File: config.mk
export PLATFORM = sky130hd
export DESIGN_NAME = regbank_v2
export DESIGN_NICKNAME = d
export VERILOG_FILES = /design/src/rtl/regbank_v2.sv
export SDC_FILE = /design/constraint.sdc
export NUM_CORES = 1
export LEC_CHECK = 0
export BUFFER_PORTS_ARGS = -buffer_cell sky130_fd_sc_hd__buf_2
export CAP_MARGIN = 10
export CELL_PAD_IN_SITES_DETAIL_PLACEMENT = 1
export CELL_PAD_IN_SITES_GLOBAL_PLACEMENT = 2
export CORE_MARGIN = 10
export CORE_UTILIZATION = 43
export CTS_CLUSTER_DIAMETER = 30
export DETAILED_ROUTE_END_ITERATION = 8
export PLACE_DENSITY = 0.88
export SLEW_MARGIN = 20
export SYNTH_ARGS = -nofsm -noshare
export SYNTH_HDL_FRONTEND = slang
export SYNTH_SLANG_ARGS = --single-unit
File: constraint.sdc
create_clock -name clk_i -period 2.7 [get_ports clk_i]
set_clock_uncertainty 0.2 [all_clocks]
set_input_delay 0.54 -clock clk_i [delete_from_list [all_inputs] [get_ports clk_i]]
set_output_delay 0.54 -clock clk_i [all_outputs]
set_load 0.005 [all_outputs]
File: src/rtl/regbank_v2.sv
// regbank_v2: parametrised CPU register bank.
//   - 2^AW registers of DATA_W bits, register 0 reads as zero and is never pending
//   - two combinational read ports, one write port with per-lane write enables
//   - pending-write scoreboard (issue sets, writeback clears, set wins on collision)
//   - clear sequencer that sweeps zeros through the array after reset or on clr_req_i
// Optional feature macro: REGBANK_V2_BYPASS_EN enables same-cycle write-to-read
// forwarding (per-lane merge) on both read ports.
module regbank_v2 #(
  parameter int DATA_W = 32,
  parameter int LANE_W = 16,
  parameter int AW     = 4,
  localparam int LANES = DATA_W / LANE_W
) (
  input  logic              clk_i,
  input  logic              reset_ni,     // asynchronous, active-low
  input  logic              clr_req_i,
  output logic              busy_o,
  input  logic [AW-1:0]     addr_a_i,
  input  logic [AW-1:0]     addr_b_i,
  output logic [DATA_W-1:0] data_a_o,
  output logic [DATA_W-1:0] data_b_o,
  output logic              hz_a_o,
  output logic              hz_b_o,
  input  logic              iss_valid_i,
  input  logic [AW-1:0]     iss_addr_i,
  input  logic [AW-1:0]     addr_d_i,
  input  logic [DATA_W-1:0] data_d_i,
  input  logic              we_i,
  input  logic [LANES-1:0]  lane_we_i
);

  localparam int NREGS = 1 << AW;

  typedef enum logic {
    SWEEP = 1'b0,
    IDLE  = 1'b1
  } state_t;

  state_t               state_q;
  logic [AW-1:0]        ptr_q;
  logic [NREGS-1:0]     pending_q;
  logic [NREGS-1:0]     pending_d;
  logic [DATA_W-1:0]    mem_q [NREGS];
  logic [DATA_W-1:0]    wr_data_d;
  logic                 wr_act;

  // Replace only the lanes whose mask bit is set; data_d is already lane-aligned.
  function automatic logic [DATA_W-1:0] merge_lanes(
    input logic [DATA_W-1:0] stored,
    input logic [DATA_W-1:0] wdata,
    input logic [LANES-1:0]  mask
  );
    logic [DATA_W-1:0] res;
    res = stored;
    for (int i = 0; i < LANES; i++) begin
      if (mask[i]) res[i*LANE_W +: LANE_W] = wdata[i*LANE_W +: LANE_W];
    end
    return res;
  endfunction

  assign busy_o    = (state_q == SWEEP);
  // A write is architecturally visible only when idle and not aimed at r0.
  assign wr_act    = (state_q == IDLE) && we_i && (addr_d_i != '0);
  assign wr_data_d = merge_lanes(mem_q[addr_d_i], data_d_i, lane_we_i);

  // Scoreboard next state: writeback clears, issue sets afterwards so set wins.
  always_comb begin
    pending_d = pending_q;
    if (we_i && (addr_d_i != '0))
      pending_d[addr_d_i] = 1'b0;
    if (iss_valid_i && (iss_addr_i != '0))
      pending_d[iss_addr_i] = 1'b1;
  end

  // Control FSM: clear sweep pointer, state and scoreboard.
  always_ff @(posedge clk_i or negedge reset_ni) begin
    if (!reset_ni) begin
      state_q   <= SWEEP;
      ptr_q     <= '0;
      pending_q <= '0;
    end else begin
      case (state_q)
        SWEEP: begin
          pending_q <= '0;
          ptr_q     <= ptr_q + AW'(1);
          if (ptr_q == AW'(NREGS - 1))
            state_q <= IDLE;
        end
        IDLE: begin
          if (clr_req_i) begin
            state_q   <= SWEEP;
            ptr_q     <= '0;
            pending_q <= '0;
          end else begin
            pending_q <= pending_d;
          end
        end
        default: begin
          state_q <= SWEEP;
          ptr_q   <= '0;
        end
      endcase
    end
  end

  // Storage array: no reset, initialised only by the sweep; external writes when idle.
  always_ff @(posedge clk_i) begin
    if (state_q == SWEEP)
      mem_q[ptr_q] <= '0;
    else if (wr_act)
      mem_q[addr_d_i] <= wr_data_d;
  end

  // Read port A: zero while sweeping, r0 always zero, optional forwarding.
  always_comb begin
    data_a_o = '0;
    hz_a_o   = 1'b0;
    if (!busy_o) begin
      data_a_o = (addr_a_i == '0) ? '0 : mem_q[addr_a_i];
      hz_a_o   = pending_q[addr_a_i];
`ifdef REGBANK_V2_BYPASS_EN
      if (wr_act && (addr_a_i == addr_d_i)) begin
        data_a_o = wr_data_d;
        hz_a_o   = 1'b0;
      end
`endif
    end
  end

  // Read port B: identical behaviour to port A.
  always_comb begin
    data_b_o = '0;
    hz_b_o   = 1'b0;
    if (!busy_o) begin
      data_b_o = (addr_b_i == '0) ? '0 : mem_q[addr_b_i];
      hz_b_o   = pending_q[addr_b_i];
`ifdef REGBANK_V2_BYPASS_EN
      if (wr_act && (addr_b_i == addr_d_i)) begin
        data_b_o = wr_data_d;
        hz_b_o   = 1'b0;
      end
`endif
    end
  end

endmodule

# Word level (Yosys, flattened, before mapping)
# Memory sizes are Yosys's and may differ from the RTL's.
# Index checks and enable logic that the tools add are counted.
# totals
regBits	21
ramBits	512
in_bits	55
memories	1
# op_classes
n_addsub	1
order_cmp	6
n_eq_ne	4
mux	32
bitwise	4
reduce_logical	13
# mem_list
name	depth	width	read_ports	rd_clocked_by_memory_dff	write_ports	line_no	source
mem_q	16	32	2	0	1	43	logic [DATA_W-1:0] mem_q [NREGS];
# op_table
operator	n
2-to-1 mux 32 bit	5
2-to-1 mux 16 bit	5
one-hot mux 16 bit (2 select lines)	1
OR reduction 32 bit	1
< comparator 4 x 5 -> 1 bit, second input constant	4
bitwise AND 16 bit	1
NOT 16 bit	1
OR 16 bit	1
2-to-1 mux 1 bit	12
binary-select mux 1 bit (select 4 bit)	2
demux 1 bit (select 4 bit)	2
greater-or-equal comparator 4 x 1 -> 1 bit, second input constant	2
zero test 4 bit	2
2-to-1 mux 4 bit	2
one-hot mux 4 bit (2 select lines)	1
nonzero test 4 bit	2
logical AND 1 bit	6
adder 4 x 1 -> 4 bit, second input constant	1
equality test 4 bit, second input constant	1
AND reduction 2 bit	2
2-to-1 mux 2 bit	1
!= test 1 bit, second input constant	2
!= test 2 bit, second input constant	1
one-hot mux 1 bit (2 select lines)	1
NOT 1 bit	1

# Depth between registers and ports, before layout
# logic_depth
depth_word	11
ltp_mapped	6
ltp_nobuf	3

# Least setup slack after synthesis
# OpenSTA, ideal clock, no wires.
# synth_timing
path_kind	input to register
start	in addr_d_i[1]
end	mem mem_q[1][0], enable pin
setup_time_ns	0.414
t_arrival_ns	2.393
t_required_ns	2.086
setup_slack_ns	-0.306
cell_stages	3
path_cell_list	nor4_4 o311ai_0 a21boi_0
# synth_via
elab_chain_len	8
elab_cells_between_ends	10
# synth_rtl
item	line_no	source
start, declared	26	input logic [AW-1:0] addr_d_i,
nonzero test 4 bit	63	assign wr_act = (state_q == IDLE) && we_i && (addr_d_i != '0);
logical AND 1 bit	63	
2-to-1 mux 1 bit	110	else if (wr_act)
2-to-1 mux 1 bit	108	if (state_q == SWEEP)
2-to-1 mux 1 bit (not written as such)	111	mem_q[addr_d_i] <= wr_data_d;
AND reduction 2 bit (no line)	n/a	
OR reduction 32 bit (no line)	n/a	
2-to-1 mux 4 bit (no line) or 2-to-1 mux 2 bit (tied branches)	n/a	
end, declared	43	
# Parallel ways exist; a longest one is shown, timed or not.

==> run metrics <==
GRT Overall Usage around 27%; area delta synth->final 31.3%; failing checks setup timing; CTS buffer count 104; Crit Path Category register to output pin; Die Ht 262 um; VDD IR max 0.616 mV; pwr/cell area ~940 nW/um^2; hpwl dp 47,700 um; overall power slightly above 30 mW; design area 33,000 sq um; Mapped Cells 1,307; Initial Util 43.4%; fin worst setup slack -0.288 ns; Floorplan Core Area about 58,000 sq um; Post-synth EDFFs 512; DP Area 28,300 sq um; total die area 68,500 sq um; layout cells sized above 1 roughly 52%; measured slew at the worst slew-check pin 0.768 ns; Seq/Total Area, Yosys 63.3%; largest net degree at the start of global routing 34; first-pass GRT wire length 134,000 um; Ys Warns 0; min-delay worst type input port to register; Worst path slowest cell mux4_2; Synth async-reset ratio 3.94%; antenna violations before repair 3; 1st-iter DRT viols 2,295; IO Pins 122; mapped cell area 25,100 sq um; row count 88; CP Capture Type output pin; Synth Flop Type edfxtp_1; WL final between 90,000 and 100,000 um; Post-Synthesis Net Count 1,363; cells along the critical path mux4_2 -> a22oi_2 -> o21ai_2 -> buf_2; Tcrit/Tclk final 111%; clock latency on the worst-skew pair roughly 0.67 ns; IO Port Bufs around 120; Fmax achieved 335 MHz; wire per inst slightly below 40 um; DRC violations left 0; Mean Syn Cell Area 19.2 sq um; Worst path max stage delay 0.59 ns; fin. max-slew vios 0; Max-cap violations 0; Final Hold Vio Count 0; clock root buffer clkbuf_16; H-Tree Depth 3; Max Root-Sink Buffers 3; routability cong. 0.818; Initial DRT Pass Iterations 5; post-route ant nets 0; Final nets 1,668; Worst slew margin 48.1%; Via-to-Cell Ratio 6.87; unrepaired setup endpoints after global routing true; Seq cells post-synth 533; leak pwr 11.5 nW; arrival time at the worst endpoint approximately 2.3 ns; clock-pin transition on the worst setup and hold timing paths 0.05 ns; Critical Path RT 1.96 ns; width of the die 262 um; cell taking the most area after synthesis edfxtp_1; vias in the first global route 18.3k; status finished, violations left; Clock Sinks 533; Distinct cells, synth 43; crit-path max FO 2; vias 16.9k; Setup crit start kind register; CTS tree built; fin crit period 2.99 ns; GRT overflow 0; Worst path top cell family by delay multiplexers; final setup vio count 66; top-area cell type share of the netlist area 61.2%; top cells by area, synth edfxtp_1 (61%), mux4_2 (24%), mux2i_1 (2.6%); buffers and inverters on the worst path 1
timing repair:
action	in CTS	in global routing
resized for setup	130	40
setup endpoints to repair	66	170
endpoints found under the hold margin	27	0
cloned	4	1
pin swaps	45	38
hold buffers	7	0
setup buffers	8	17
final cells by class:
cell class                      instances  area [sq um]
Fill cell                            5024         24800
Sequential cell                       533         15900
Multi-Input combinational cell        661          9370
Timing Repair Buffer                  305          3120
Clock buffer                          115          2670
Tap cell                              765           957
Clock inverter                         77           930
Inverter                                7          26.3
Antenna cell                            2          5.00
worst paths after layout:
kind	from	to	slack, ns	depth (start not counted)
max in group asynchronous	reset_ni	state_q	1.78	2
min in group asynchronous	reset_ni	pending_q[0]	0.17	2
setup / recovery	mem_q[11][1]	data_a_o[1]	-0.29	4
hold / removal	clr_req_i	ptr_q[0]	0.01	4
setup reg to reg	state_q	mem_q[4][14]	0.05	6
hold reg to reg	pending_q[0]	pending_q[0]	0.35	1
metrics by stage:
step           cells  hold WS (ns)  setup slack, ns  util (%)  setup TNS (ns)
2_1_floorplan   1307        0.0444           -0.235         -          -30.06
3_3_place_gp    2236         0.323           -0.206      48.9           -7.10
3_5_place_dp    2236         0.326           -0.230      48.9          -14.06
4_1_cts         2447      0.000463           -0.216      56.6           -9.71
5_1_grt         2465        0.0191           -0.299      57.1          -13.74
6_report        2465        0.0101           -0.288      57.1          -11.58
metal layers:
| metal | routed length, um | up-vias | global-route usage (%) |
|---|---|---|---|
| li1 | - | 6313 | - |
| met1 | 33500 | 8883 | 33.6 |
| met2 | 45800 | 1408 | 43.5 |
| met3 | 10700 | 324 | 8.00 |
| met4 | 4800 | 2 | 13.4 |
| met5 | 7 | - | 0 |
sequential cells by signal, indices dropped and copies added, names as in the netlist:
register	count
mem_q	512
pending_q	16
ptr_q	4
state_q	1
placed cells by master, fill, tap and decap left out, types with 5 or more instances in the layout:
cell type and n:
buf_4 93, inv_6 6, buf_16 8, nand4_1 7
nor2b_1 7, clkinv_4 7, buf_12 70, dlygate4sd3_1 7
inv_1 7, a21oi_1 16, a21oi_2 30, nor2_1 9
bufinv_16 14, mux2i_1 47, nand2_1 15, and2_1 32
a22oi_2 62, clkinv_2 21, a41oi_1 9, buf_2 116
clkbuf_1 10, clkinv_16 5, clkinv_1 14, mux4_2 264
buf_6 6, mux2i_2 14, clkbuf_16 106, o21ai_0 17
clkinvlp_4 9, dfrtp_1 20, edfxtp_1 512, o21ai_2 29
o21ai_1 34, nand3_1 6
kinds of logic after synthesis:
kind of cell | Yosys count | synth area share, %
flip-flops | 533 | 63.3
AND/OR/NAND/NOR | 109 | 2.65
adder cells (fa/ha/maj) | 1 | 0.0498
multiplexers | 328 | 26.2
XOR/XNOR | 2 | 0.0698
buffers and inverters | 113 | 2.28
AO/OA/AOI/OAI | 221 | 5.40
cells in the mapped netlist (7+ instances only):
cell type and instances:
a22oi_1 64, a21oi_1 46, dfrtp_1 21, inv_1 7, and2_1 34, a41oi_1 9
nand2_1 15, mux4_2 264, buf_4 8, nand4_1 7, clkbuf_1 53, mux2i_1 64
o21ai_1 65, buf_2 35, edfxtp_1 512, nor2b_1 7, buf_6 10, nor2_1 9
o21ai_0 18
worst min-delay path, cell delays in order:
cell     delay [ns]
buf_2          0.09
nor2b_1        0.07
nor2_1         0.09
a21oi_1        0.05
power by group:
part	internal, mW	switching [mW]
logic	2.49	3.73
registers	10.7	0.831
clock network	8.52	4.91
total	21.7	9.46
Note: power is estimated with default switching activity, not from simulation.
